## config.mk

```make
export PLATFORM = sky130hd
export DESIGN_NAME = pipe_ctrl_unit
export DESIGN_NICKNAME = d
export VERILOG_FILES = /design/src/rtl/cpu_ctrl_pkg.sv /design/src/rtl/ctrl_decode.sv /design/src/rtl/pipe_ctrl_unit.sv
export SDC_FILE = /design/constraint.sdc
export NUM_CORES = 1
export LEC_CHECK = 0
export BUFFER_PORTS_ARGS = -buffer_cell sky130_fd_sc_hd__buf_4
export CAP_MARGIN = 20
export CORE_MARGIN = 2
export CORE_UTILIZATION = 25
export DETAILED_ROUTE_END_ITERATION = 6
export PLACE_DENSITY_LB_ADDON = 0.3
export SYNTH_ARGS = -nofsm -noshare
export SYNTH_HDL_FRONTEND = slang
export SYNTH_SLANG_ARGS = --single-unit
```

## constraint.sdc

```tcl
create_clock -name clk -period 3.9 [get_ports clk]
set_clock_uncertainty 0.1 [all_clocks]
set_input_delay 0.975 -clock clk [delete_from_list [all_inputs] [get_ports clk]]
set_output_delay 0.975 -clock clk [all_outputs]
set_load 0.05 [all_outputs]
```

## src/rtl/cpu_ctrl_pkg.sv

```systemverilog
// Shared control definitions for the 4-bit-opcode CPU: opcodes, ALU operation
// codes and the per-stage control bundle.
package cpu_ctrl_pkg;

  localparam int REG_AW_MAX = 4;

  typedef enum logic [3:0] {
    OP_LB   = 4'd0,
    OP_LHB  = 4'd1,
    OP_JMP  = 4'd2,
    OP_STR  = 4'd3,
    OP_LIM  = 4'd4,
    OP_MVB  = 4'd5,
    OP_MVF  = 4'd6,
    OP_ADD  = 4'd7,
    OP_SUB  = 4'd8,
    OP_SFT  = 4'd9,
    OP_BNE  = 4'd10,
    OP_BEQ  = 4'd11,
    OP_BLT  = 4'd12,
    OP_INC  = 4'd13,
    OP_HALT = 4'd14,
    OP_BLS  = 4'd15
  } opcode_e;

  localparam logic [3:0] ALU_ADD = 4'd0;
  localparam logic [3:0] ALU_SUB = 4'd1;
  localparam logic [3:0] ALU_SFL = 4'd2;
  localparam logic [3:0] ALU_SFR = 4'd3;
  localparam logic [3:0] ALU_INC = 4'd4;
  localparam logic [3:0] ALU_DEC = 4'd5;
  localparam logic [3:0] ALU_BNE = 4'd6;
  localparam logic [3:0] ALU_BEQ = 4'd7;
  localparam logic [3:0] ALU_BLT = 4'd8;
  localparam logic [3:0] ALU_LHB = 4'd9;
  localparam logic [3:0] ALU_JMP = 4'd10;
  localparam logic [3:0] ALU_BLS = 4'd11;

  // dst is sized for the widest register file; narrower units truncate.
  typedef struct packed {
    logic                  valid;
    logic [3:0]            alu_inst;
    logic                  write_reg;
    logic                  read_mem;
    logic                  write_mem;
    logic                  is_branch;
    logic                  is_halt;
    logic [REG_AW_MAX-1:0] dst;
  } ctrl_bundle_t;

endpackage

```

## src/rtl/ctrl_decode.sv

```systemverilog
// Combinational opcode decoder producing a control bundle; shared between the
// pipelined and single-cycle cores.
module ctrl_decode
  import cpu_ctrl_pkg::*;
(
  input  logic                  valid_i,
  input  logic [3:0]            opcode_i,
  input  logic                  imm_flag_i,
  input  logic [REG_AW_MAX-1:0] dst_i,
  output ctrl_bundle_t          bundle_o
);

  always_comb begin
    // NOTE: every field gets a default first so no path through the case infers a latch.
    bundle_o       = '0;
    bundle_o.valid = valid_i;
    bundle_o.dst   = dst_i;
    case (opcode_e'(opcode_i))
      OP_ADD: begin bundle_o.alu_inst = ALU_ADD; bundle_o.write_reg = 1'b1; end
      OP_SUB: begin bundle_o.alu_inst = ALU_SUB; bundle_o.write_reg = 1'b1; end
      OP_SFT: begin
        bundle_o.alu_inst  = imm_flag_i ? ALU_SFR : ALU_SFL;
        bundle_o.write_reg = 1'b1;
      end
      OP_INC: begin
        bundle_o.alu_inst  = imm_flag_i ? ALU_DEC : ALU_INC;
        bundle_o.write_reg = 1'b1;
      end
      OP_LHB: begin bundle_o.alu_inst = ALU_LHB; bundle_o.write_reg = 1'b1; end
      OP_LB:  begin bundle_o.write_reg = 1'b1; bundle_o.read_mem = 1'b1; end
      OP_STR: bundle_o.write_mem = 1'b1;
      OP_LIM, OP_MVB, OP_MVF: bundle_o.write_reg = 1'b1;
      OP_BNE: begin bundle_o.alu_inst = ALU_BNE; bundle_o.is_branch = 1'b1; end
      OP_BEQ: begin bundle_o.alu_inst = ALU_BEQ; bundle_o.is_branch = 1'b1; end
      OP_BLT: begin bundle_o.alu_inst = ALU_BLT; bundle_o.is_branch = 1'b1; end
      OP_BLS: begin bundle_o.alu_inst = ALU_BLS; bundle_o.is_branch = 1'b1; end
      OP_JMP: begin bundle_o.alu_inst = ALU_JMP; bundle_o.is_branch = 1'b1; end
      OP_HALT: bundle_o.is_halt = 1'b1;
      default: ;
    endcase
  end

endmodule

```

## src/rtl/pipe_ctrl_unit.sv

```systemverilog
// Pipelined control unit: decodes in ID, carries control through EX/MEM/WB,
// and handles load-use stalls, taken-branch flushes and HALT freezing.
module pipe_ctrl_unit
  import cpu_ctrl_pkg::*;
#(
  parameter int REG_AW       = 3,
  parameter int LOAD_BUBBLES = 1
) (
  input  logic              clk,
  input  logic              rst,
  input  logic              id_valid,
  input  logic [3:0]        id_opcode,
  input  logic              id_imm_flag,
  input  logic [REG_AW-1:0] id_src_a,
  input  logic [REG_AW-1:0] id_src_b,
  input  logic [REG_AW-1:0] id_dst,
  input  logic              ex_branch_taken,
  output logic              stall_if,
  output logic              flush_ifid,
  output logic              ex_valid,
  output logic [3:0]        ex_alu_inst,
  output logic              mem_write_mem,
  output logic              mem_read_mem,
  output logic              wb_write_reg,
  output logic [REG_AW-1:0] wb_dst,
  output logic              halted
);

  localparam logic [1:0] CNT_LOAD = 2'(LOAD_BUBBLES - 1);

  ctrl_bundle_t      id_bundle;
  ctrl_bundle_t      ex_d, ex_q;
  logic              mem_valid_d, mem_valid_q;
  logic              mem_write_reg_d, mem_write_reg_q;
  logic              mem_read_mem_d, mem_read_mem_q;
  logic              mem_write_mem_d, mem_write_mem_q;
  logic              mem_halt_d, mem_halt_q;
  logic [REG_AW-1:0] mem_dst_d, mem_dst_q;
  logic              wb_valid_d, wb_valid_q;
  logic              wb_write_reg_d, wb_write_reg_q;
  logic [REG_AW-1:0] wb_dst_d, wb_dst_q;
  logic [1:0]        cnt_d, cnt_q;
  logic              halt_pending_d, halt_pending_q;
  logic              halted_d, halted_q;
  logic              flush, hazard, stall, src_hit;

  ctrl_decode u_decode (
    .valid_i    (id_valid),
    .opcode_i   (id_opcode),
    .imm_flag_i (id_imm_flag),
    .dst_i      (REG_AW_MAX'(id_dst)),
    .bundle_o   (id_bundle)
  );

  always_comb begin
    flush   = ex_q.valid & ex_q.is_branch & ex_branch_taken;
    // Full-width compare: the load's dst is zero-extended like the sources.
    src_hit = (ex_q.dst == REG_AW_MAX'(id_src_a)) | (ex_q.dst == REG_AW_MAX'(id_src_b));
    hazard  = id_valid & ex_q.valid & ex_q.read_mem & src_hit & ~flush;
    stall   = halt_pending_q | (~flush & (hazard | (cnt_q != 2'd0)));

    cnt_d = cnt_q;
    if (flush)               cnt_d = 2'd0;
    else if (hazard)         cnt_d = CNT_LOAD;
    else if (cnt_q != 2'd0)  cnt_d = cnt_q - 2'd1;

    ex_d = (id_valid && !flush && !stall) ? id_bundle : '0;
    halt_pending_d = halt_pending_q | (ex_d.valid & ex_d.is_halt);

    mem_valid_d     = ex_q.valid;
    mem_write_reg_d = ex_q.valid & ex_q.write_reg;
    mem_read_mem_d  = ex_q.valid & ex_q.read_mem;
    mem_write_mem_d = ex_q.valid & ex_q.write_mem;
    mem_halt_d      = ex_q.valid & ex_q.is_halt;
    mem_dst_d       = ex_q.dst[REG_AW-1:0];

    wb_valid_d     = mem_valid_q;
    wb_write_reg_d = mem_valid_q & mem_write_reg_q;
    wb_dst_d       = mem_dst_q;

    halted_d = halted_q | (mem_valid_q & mem_halt_q);
  end

  always_ff @(posedge clk) begin
    // NOTE: sequential state uses non-blocking assignments so every register samples pre-edge values.
    if (rst) begin
      ex_q            <= '0;
      mem_valid_q     <= 1'b0;
      mem_write_reg_q <= 1'b0;
      mem_read_mem_q  <= 1'b0;
      mem_write_mem_q <= 1'b0;
      mem_halt_q      <= 1'b0;
      mem_dst_q       <= '0;
      wb_valid_q      <= 1'b0;
      wb_write_reg_q  <= 1'b0;
      wb_dst_q        <= '0;
      cnt_q           <= 2'd0;
      halt_pending_q  <= 1'b0;
      halted_q        <= 1'b0;
    end else begin
      ex_q            <= ex_d;
      mem_valid_q     <= mem_valid_d;
      mem_write_reg_q <= mem_write_reg_d;
      mem_read_mem_q  <= mem_read_mem_d;
      mem_write_mem_q <= mem_write_mem_d;
      mem_halt_q      <= mem_halt_d;
      mem_dst_q       <= mem_dst_d;
      wb_valid_q      <= wb_valid_d;
      wb_write_reg_q  <= wb_write_reg_d;
      wb_dst_q        <= wb_dst_d;
      cnt_q           <= cnt_d;
      halt_pending_q  <= halt_pending_d;
      halted_q        <= halted_d;
    end
  end

  assign stall_if      = stall;
  assign flush_ifid    = flush;
  assign ex_valid      = ex_q.valid;
  assign ex_alu_inst   = ex_q.alu_inst & {4{ex_q.valid}};
  assign mem_write_mem = mem_valid_q & mem_write_mem_q;
  assign mem_read_mem  = mem_valid_q & mem_read_mem_q;
  assign wb_write_reg  = wb_valid_q & wb_write_reg_q;
  assign wb_dst        = wb_dst_q & {REG_AW{wb_valid_q}};
  assign halted        = halted_q;

endmodule
```

# ---- After elaboration in Yosys (flattened, before gate mapping)
# Index checks and enable logic that the tools add are counted.
dict set report classes {
  n_addsub 1
  eq_ne 17
  n_mux 9
  bitwise_logic 26
  n_reduce_logical 10
}
# op count
set ops {}
lappend ops {{$pmux 4 s9} 1}
lappend ops {{$eq 4x4->1 const B} 8}
lappend ops {{$and 1x1->1} 17}
lappend ops {{$eq 4x3->1 const B} 4}
lappend ops {{$mux 14} 1}
lappend ops {{$reduce_or 9->1} 1}
lappend ops {{$eq 4x2->1 const B} 2}
lappend ops {{$eq 4x3->1} 2}
lappend ops {{$mux 1} 7}
lappend ops {{$or 1x1->1} 5}
lappend ops {{$reduce_or 5->1} 1}
lappend ops {{$and 4x4->4} 1}
lappend ops {{$eq 4x1->1 const B} 1}
lappend ops {{$logic_not 4->1} 1}
lappend ops {{$and 3x3->3} 1}
lappend ops {{$reduce_or 3->1} 1}
lappend ops {{$logic_and 1x1->1} 2}
lappend ops {{$logic_not 1->1} 2}
lappend ops {{$not 1->1} 2}
lappend ops {{$reduce_bool 2->1} 1}
lappend ops {{$reduce_or 2->1} 1}
lappend ops {{$sub 2x1->2 const B} 1}
dict set report totals {
  reg_bits 31
  inputBits 18
  elab_cells 84
}

# ---- Logic depth before layout (Yosys ltp)
# Gate-level depths: netlist of run 1.
dict set report depth {
  depth_word 12
  depth_mapped 6
  mapped_depth_nobuf 5
}

# ---- Cells and area by module
# Synthesis of run 1 repeated with hierarchy kept, for this count alone.
dict set report unflattened {
  cells_unflattened 147
  area_unflattened_um2 1325.0
}
# mod n_inst cells_each area_each_um2 seq_area_each_um2
set modules_own_cells {}
lappend modules_own_cells {pipe_ctrl_unit 1 117 1133.6 620.6}
lappend modules_own_cells {ctrl_decode 1 30 191.4 0.0}

# ---- Worst setup path after synthesis of run 1
# No wires, ideal clock.
dict set report synth_timing {
  kind {input port to output port}
  startpoint {in id_src_a[1]}
  endpoint {out stall_if}
  t_arrival_ps 2110
  t_required_ps 2825
  path_slack_ps 715
  cell_stages 4
  cell_sequence {xnor2_1 > nand3_1 > a221oi_4 > or3_1}
}
dict set report synth_via {
  elab_chain_cells 7
}
# element line
set synth_rtl {}
lappend synth_rtl {{start: declaration} pipe_ctrl_unit.sv:14} ;# input logic [REG_AW-1:0] id_src_a,
lappend synth_rtl {{$eq 4x3->1} pipe_ctrl_unit.sv:58} ;# src_hit = (ex_q.dst == REG_AW_MAX'(id_src_a)) | (ex_q.dst == REG_AW_MAX'(id_src_b));
lappend synth_rtl {{$or 1x1->1} pipe_ctrl_unit.sv:58}
lappend synth_rtl {{$and 1x1->1 (2 in a row)} pipe_ctrl_unit.sv:59} ;# hazard = id_valid & ex_q.valid & ex_q.read_mem & src_hit & ~flush;
lappend synth_rtl {{$or 1x1->1} pipe_ctrl_unit.sv:60} ;# stall = halt_pending_q | (~flush & (hazard | (cnt_q != 2'd0)));
lappend synth_rtl {{$and 1x1->1} pipe_ctrl_unit.sv:60}
lappend synth_rtl {{$or 1x1->1} pipe_ctrl_unit.sv:60}
lappend synth_rtl {{end: declaration} pipe_ctrl_unit.sv:18} ;# output logic stall_if,
# Every way passes these cells.

# ---- Worst setup path after layout of run 1
# Ends and elaborated chain as after synthesis.

==> results.toml, run 1 <==
[status]
run_status = "completed"

[floorplan]
core_region_area_sq_um = 4750
start_util = 0.262
fp.dieH_um = 74.6
ios = 32
dieArea_sq_um = 5570
die_x_um = 74.6
rows = 25

[sta]
rsz0062_at_grt = "false"
finalSetupViolCount = 0
period_share = 0.797
maxSlewViolCount = 0
hold_viol = 0
worstMarginPinSlew_ns = 0.312
hold_slack_ns = 0.322
relSlewSlack = 0.790
tns_ns = 0
min_period_ns = 3.11
fmax_mhz = 322

[job]
max_cap_violations = 0

[clock_tree]
tritoncts = "built"
clock_sinks = 30
worstSkewPairLatency_ns = 0.28
htree_levels = 2
cts-root-buf = "clkbuf_8"
cts_resized = 0
postCtsHoldBufs = 0
cts_buffers = 5
clock_path_buffers = 2
postCtsSetupRepairBufs = 0
clk_pin_slew_ns = 0.06

[setup_path]
cp-start-kind = "primary input"
slowest_delay_ns = 0.31
required_ns = 2.82
cp_common_cell = "buf_4"
crit_path_max_fanout = 2
endpoint_kind = "primary output"
cp.arrival_ns = 2.03
worstPathCellList = "buf_4 > xnor2_1 > nand3_1 > a221oi_4 > or3_1 > buf_4"
critPathKind = "in2out"
crit_slowest_cell = "a221oi_4"

[logic_synthesis]
syn_area_sq_um = 1250
synthTopCellsByArea = "dfxtp_1, and2_1, xnor2_1, nor3_2, nor2b_1"
syn_inst = 121
synth_top_cell_area_share = 0.482
syn_area_per_cell_sq_um = 10.3
ys_types = 34
ys_seq_elements = 30
yosysTopAreaCell = "dfxtp_1"
ys_warn_count = 0
yosysSeqAreaShare = 0.482
synth_nets = 140

[grt]
grt.overflow.total = 0
antenna_found_initial = 0
grt_max_degree = 17
grt_pass1_wl_mm = 3.84
grt.total_usage = 0.0952
grt_pass1_vias = 891

[place]
place.gp.congestion = 0.745
place_area_sq_um = 1540
io_buffers = 31
dp_cells = 215
dp_hpwl_mm = 1.80

[cells_and_area]
num_antenna_cells = 0
final_cell_mix = "buf_4, dfxtp_1, and2_1"
drive_gt1_frac = 0.359
postLayoutCoreUtil = 0.343
stdcell_count = 223
design_area_sq_um = 1630
synthToLayoutAreaGrowth_pct = 30.9
final_common_cell = "buf_4"
nets = 174

[drt]
drt_pass1_iterations = 4
via_count = 915
viasPerCell = 4.10
drc_errors = 0
wl_mm = 2.34
drt_iter0_markers = 19
wl_per_cell_um = 10.5
drt.antenna.violating_nets = 0

[worst_hold_path]
min_path_type = "reg2reg"

[power]
irDropWorstVdd_mv = 0.162
p_leak_nw = 0.650
p_per_area_nw_per_um2 = 464
[routing by layer]
metal	wire length, um	up-vias	track usage
met2	1160	26	0.159
met4	44	0	0.0476
met1	971	411	0.0995
met3	165	4	0.0461
li1	-	474	-
met5	0	-	0
[cells by family (layout without fill, tap and decap cells)]
kind of cell,after synthesis,after routing,synth area share
AO/OA/AOI/OAI,12,12,0.0853
XOR/XNOR,9,9,0.0633
adder cells (fa/ha/maj),1,1,0.0100
buffers and inverters,10,45,0.0392
flip-flops,30,30,0.482
multiplexers,1,1,0.00904
AND/OR/NAND/NOR,58,58,0.311
[critical path: cells and delay by family]
family          cells  cell delay (ns)
buf+inv             2             0.30
compound gates      1             0.31
simple gates        2             0.30
xor+xnor            1             0.15
[state kept, by name, summed over array words and instances, names as in the netlist]
register         flops
wb_write_reg_q       1
ex_q                12
halted               1
mem_read_mem_q       1
mem_halt_q           1
wb_valid_q           1
mem_write_mem_q      1
halt_pending_q       1
mem_valid_q          1
mem_dst_q            3
ex_valid             1
cnt_q                2
mem_write_reg_q      1
wb_dst_q             3
[where the power goes]
group | leakage, nW | internal (mW) | switching (mW)
clock network | 0.0482 | 0.142 | 0.106
registers | 0.243 | 0.331 | 0.0173
logic | 0.358 | 0.0676 | 0.0923
[final timing paths]
kind | startpoint | endpoint | slack, ns | depth (start not counted)
hold / removal | mem_write_reg_q | wb_write_reg_q | 0.32 | 1
setup reg to reg | ex_valid | ex_q[6] | 2.06 | 4
hold reg to reg | mem_write_reg_q | wb_write_reg_q | 0.32 | 1
setup / recovery | id_src_a[1] | stall_if | 0.79 | 6
[per-stage QoR]
step	worst slack, ns	power [mW]
2_1_floorplan	0.715	0.471
4_1_cts	0.770	0.766
3_5_place_dp	0.770	0.516
3_3_place_gp	0.796	0.511
5_1_grt	0.732	0.796
6_report	0.791	0.756
[synthesized netlist by cell type (all sizes together)]
| cell | n |
|---|---|
| and3 | 1 |
| ha | 1 |
| inv | 5 |
| xnor2 | 7 |
| nor4 | 1 |
| a21oi | 4 |
| a2bb2oi | 1 |
| a2111oi | 1 |
| or3 | 3 |
| nand3 | 3 |
| buf | 2 |
| nand2 | 4 |
| o211ai | 1 |
| or2 | 3 |
| or4 | 1 |
| clkbuf | 3 |
| nor3 | 9 |
| mux2 | 1 |
| a221oi | 1 |
| nor3b | 3 |
| nor2 | 5 |
| and2 | 15 |
| dfxtp | 30 |
| xor2 | 2 |
| o21ai | 1 |
| nand2b | 2 |
| o32ai | 1 |
| o31a | 1 |
| a31oi | 1 |
| nor2b | 8 |
[layout make-up]
type                       count  area [sq um]
fill                         501          3120
sequential                    30           601
multi-input combinational     81           597
timing repair buffer          32           240
clock buffer                   7          86.3
tap                           67          83.8
inverter                       5          18.8
clock inverter                 1          5.00
No activity file was read; power rests on OpenSTA's default activity.
==> run 2: changes to the inputs <==
--- a/config.mk
+++ b/config.mk
@@ -5,6 +5,7 @@
 export SDC_FILE = /design/constraint.sdc
 export NUM_CORES = 1
 export LEC_CHECK = 0
+export ABC_AREA = 1
 export BUFFER_PORTS_ARGS = -buffer_cell sky130_fd_sc_hd__buf_4
 export CAP_MARGIN = 20
 export CORE_MARGIN = 2
==> constraint.sdc (replaced) <==
create_clock -name clk -period 2.9 [get_ports clk]
set_clock_uncertainty 0.1 [all_clocks]
set_input_delay 0.725 -clock clk [delete_from_list [all_inputs] [get_ports clk]]
set_output_delay 0.725 -clock clk [all_outputs]
set_load 0.05 [all_outputs]
==> results.toml, run 2 <==
[cells_and_area]
nets = 228
final_cell_mix = "nand2_1, inv_1, buf_4"
largest_reg_flops = 12
drive_gt1_frac = 0.273
stdcell_count = 276
synthToLayoutAreaGrowth_pct = 28.8
largest_register = "ex_q"
final_common_cell = "nand2_1"
largestRegisters = "ex_q (12), mem_dst_q (3), wb_dst_q (3)"
design_area_sq_um = 1630
num_antenna_cells = 0
postLayoutCoreUtil = 0.339

[power]
irDropWorstVdd_mv = 0.244
p_per_area_nw_per_um2 = 605
p_leak_nw = 0.851

[sta]
min_period_ns = 2.45
finalSetupViolCount = 0
setup_slack_ns = 0.451
period_share = 0.845
tns_ns = 0
maxSlewViolCount = 0
relSlewSlack = 0.710
rsz0062_at_grt = "false"
worstMarginPinSlew_ns = 0.434
fmax_mhz = 408
hold_viol = 0

[logic_synthesis]
synth.most_common_cell = "nand2_1"
synth_top_cell_area_share = 0.473
syn_inst = 175
ys_warn_count = 0
ys_seq_elements = 30
yosysTopAreaCell = "dfxtp_1"
synth-edff-count = 0
synthTopCellsByArea = "dfxtp_1, nand2_1, inv_1, nor2_1, nor2_2"
synth_ff_type = "dfxtp_1"
synth_common_cells = "nand2_1, inv_1, dfxtp_1"
syn_area_sq_um = 1270
syn_area_per_cell_sq_um = 7.25
ys_types = 25
yosysSeqAreaShare = 0.473
async_reset_ff_frac = 0
synth_nets = 194

[drt]
drt.antenna.violating_nets = 0
via_count = 1002
drc_errors = 0
drt_iter0_markers = 51
wl_per_cell_um = 7.63
wl_mm = 2.11
viasPerCell = 3.63
drt_pass1_iterations = 4

[clock_tree]
postCtsSetupRepairBufs = 0
worstSkewPairLatency_ns = 0.27
clock_path_buffers = 2
postCtsHoldBufs = 0
cts_resized = 0
cts_buffers = 5
htree_levels = 2
tritoncts = "built"
clk_pin_slew_ns = 0.06
clock_sinks = 30
cts-root-buf = "clkbuf_8"

[setup_path]
crit_slowest_cell = "dfxtp_1"
worstPathCellList = "nand3_4 > nand2_2 > nor3_2 > nand2_1 > nand2_1 > nand2_2 > nand2_1 > buf_4"
r2r_start = "ex_valid"
slowest_delay_ns = 0.59
critPathKind = "reg2out"
path_buf_inv = 1
endpoint_kind = "primary output"
r2r_setup_slack_ns = 1.11
cp_common_cell = "nand2_1"
reg2reg_depth = 8
cp_top_family = "simple AND/OR/NAND/NOR gates"
cp.arrival_ns = 1.62
timing.rr.end = "ex_q[0]"
required_ns = 2.08
cp-start-kind = "register"
crit_path_max_fanout = 10

[floorplan]
die_x_um = 75.2
rows = 25
dieArea_sq_um = 5660
core_region_area_sq_um = 4820
ios = 32
start_util = 0.263
fp.dieH_um = 75.2

[worst_hold_path]
min-delay-start = "mem_dst_q[0]"
min_path_type = "reg2reg"
hold_path_end = "wb_dst_q[0]"
hold_path_depth = 2

[place]
place_area_sq_um = 1560
dp_hpwl_mm = 1.64
place.gp.congestion = 0.891
post-place-ws_ns = 0.462
io_buffers = 31
dp_cells = 269

[grt]
antenna_found_initial = 0
grt_pass1_wl_mm = 3.84
grt_max_degree = 17
grt.total_usage = 0.0910
grt.overflow.total = 0
grt_pass1_vias = 958

[status]
run_status = "completed"

[job]
max_cap_violations = 0
## run 2: stage by stage
| stage | hold slack, ns | power (mW) |
|---|---|---|
| floorplan | 0.288 | 0.646 |
| global placement | 0.290 | 0.700 |
| detailed placement | 0.292 | 0.701 |
| CTS | 0.301 | 1.01 |
| global route | 0.325 | 1.06 |
| finish | 0.299 | 0.988 |
## run 2: layer usage
metal / global-route usage / share of wire
met1: 0.105 / 0.49
met4: 0.0409 / 0.0090
met5: 0 / 0
met2: 0.142 / 0.45
met3: 0.0455 / 0.051
## run 2: tightest hold or removal path, delay by kind of cell (launching register included)
| family | cells | cell delay [ns] |
|---|---|---|
| DFF | 1 | 0.29 |
| buffers and inverters | 1 | 0.04 |
| and+or+nand+nor | 1 | 0.03 |
## run 2: cell type report
class                   count  area [sq um]
flip-flops and latches     30           601
fillers                   557          3180
multi-input cells         100           482
clock inverters             2          10.0
repair buffers             31           233
well taps                  67          83.8
clock buffers               5          68.8
inverters                  41           156
## run 2: cells by family after synthesis
family | Yosys count | share of synthesized area
xor gates and xnor gates | 2 | 0.0138
buffers and inverters | 45 | 0.147
AOI/OAI and AO/OA | 10 | 0.0444
DFF | 30 | 0.473
and+or+nand+nor | 87 | 0.312
adders and majority gates | 1 | 0.00986
## run 2: worst max-delay path by stage
stage / from / to / cells after the start
finish: ex_valid / stall_if / 8
global route: ex_valid / stall_if / 7
CTS: ex_valid / stall_if / 8
detailed placement: id_src_b[2] / stall_if / 11
global placement: id_src_b[2] / stall_if / 11
floorplan: ex_valid / stall_if / 7
## run 2: report_power, final
group / leakage [nW] / internal, mW / switching [mW] / total [mW]
Clock: 0.0438 / 0.160 / 0.140 / 0.300
Combinational: 0.564 / 0.0779 / 0.136 / 0.214
Sequential: 0.243 / 0.446 / 0.0280 / 0.474
Total: 0.851 / 0.684 / 0.304 / 0.988
==> run 3: changes to the inputs <==
==> constraint.sdc (replaced) <==
create_clock -name clk -period 2.1 [get_ports clk]
set_clock_uncertainty 0.1 [all_clocks]
set_input_delay 0.525 -clock clk [delete_from_list [all_inputs] [get_ports clk]]
set_output_delay 0.525 -clock clk [all_outputs]
set_load 0.05 [all_outputs]
==> results.toml, run 3 (synthesis results as in run 2) <==
[grt]
antenna_found_initial = 0
grt_max_degree = 17
grt_pass1_vias = 906
grt.overflow.total = 0
grt_pass1_wl_mm = 3.68
grt.total_usage = 0.0900

[worst_hold_path]
min_path_type = "reg2reg"

[cells_and_area]
largest_reg_flops = 12
ff_latch_area_sq_um = 606
design_area_sq_um = 1670
largestRegisters = "ex_q (12), mem_dst_q (3), wb_dst_q (3)"
final_cell_mix = "nand2_1, inv_1, buf_4"
nets = 229
stdcell_count = 278
drive_gt1_frac = 0.303
num-fill-cells = 553
synthToLayoutAreaGrowth_pct = 31.8
postLayoutCoreUtil = 0.347
multi_input_area_sq_um = 487
num_antenna_cells = 0
final_common_cell = "nand2_1"
largest_register = "ex_q"

[drt]
drt_iter0_markers = 32
drt.antenna.violating_nets = 0
drt_pass1_iterations = 4
wl_per_cell_um = 7.91
drc_errors = 0
via_count = 1020
viasPerCell = 3.67
wl_mm = 2.20

[setup_path]
path_buf_inv = 2
cp_common_cell = "nand2_1"
crit_slowest_cell = "xnor2_1"
required_ns = 1.47
cp_top_family = "simple AND/OR/NAND/NOR gates"
endpoint_kind = "primary output"
critPathKind = "in2out"
worstPathCellList = "buf_4 > xnor2_1 > nand3_1 > nand2_1 > nand2_1 > nand2_1 > nand2_2 > nand2_2 > buf_8"
slowest_delay_ns = 0.14
crit_path_max_fanout = 3
cp-start-kind = "primary input"
cp.arrival_ns = 1.36

[sta]
relSlewSlack = 0.748
period_share = 0.944
min_period_ns = 1.98
finalSetupViolCount = 0
hold_slack_ns = 0.299
worstMarginPinSlew_ns = 0.377
hold_viol = 0
rsz0062_at_grt = "true"
fmax_mhz = 504
maxSlewViolCount = 0
setup_slack_ns = 0.117

[clock_tree]
clock_path_buffers = 2
cts-root-buf = "clkbuf_8"
clock_sinks = 30
cts_buffers = 5
cts_resized = 0
tritoncts = "built"
worstSkewPairLatency_ns = 0.27
clk_pin_slew_ns = 0.06
htree_levels = 2
postCtsSetupRepairBufs = 0
postCtsHoldBufs = 0

[place]
place.gp.congestion = 0.890
dp_hpwl_mm = 1.65
io_buffers = 31
post-place-ws_ns = 0.0766
dp_cells = 270
place_area_sq_um = 1560

[floorplan]
start_util = 0.263
rows = 25
dieArea_sq_um = 5660
fp.dieH_um = 75.2
core_region_area_sq_um = 4820
ios = 32
die_x_um = 75.2

[power]
p_leak_nw = 0.865
p_per_area_nw_per_um2 = 867
irDropWorstVdd_mv = 0.211

[job]
max_cap_violations = 0

[status]
run_status = "completed"
==> run 3: cell count changes in the layout (fill, tap and decap cells not counted), sizes merged <==
cell    change
buf         +1
clkinv      -1
clkbuf      +2
==> run 3: cell type report <==
type | count | share of cell area
Timing Repair Buffer | 32 | 0.148
Clock inverter | 1 | 0.00299
Inverter | 41 | 0.0936
Clock buffer | 7 | 0.0516
Sequential cell | 30 | 0.362
Multi-Input combinational cell | 100 | 0.291
Tap cell | 67 | 0.0501
==> run 3: per-stage QoR <==
step | power [mW] | setup TNS [ns]
floorplan | 0.894 | 0
global placement | 0.974 | 0
detailed placement | 0.977 | 0
CTS | 1.45 | 0
global route | 1.54 | -0.0275
finish | 1.45 | 0
==> run 3: final timing paths <==
path                     start          end  slack, ns  depth (start not counted)
setup reg to reg      ex_valid      ex_q[2]       0.58                          8
setup / recovery   id_src_b[1]     stall_if       0.12                          9
hold / removal    mem_dst_q[0]  wb_dst_q[0]       0.30                          2
hold reg to reg   mem_dst_q[0]  wb_dst_q[0]       0.30                          2
==> run 3: metal layers <==
layer,vias to the layer above,wire length (um),global-route usage
met4,0,45,0.0526
met2,23,960,0.134
met1,414,1070,0.104
met3,5,121,0.0455
li1,578,-,-
met5,-,0,0
==> run 3: where the power goes <==
| group | internal (mW) | switching, mW | leakage (nW) |
|---|---|---|---|
| logic | 0.129 | 0.202 | 0.571 |
| clock network | 0.264 | 0.201 | 0.0482 |
| registers | 0.619 | 0.0343 | 0.245 |
==> run 3: tightest hold or removal path, stage by stage, from the launching register on <==
cell     delay [ns]
dfxtp_1        0.29
inv_1          0.04
nor2_1         0.03
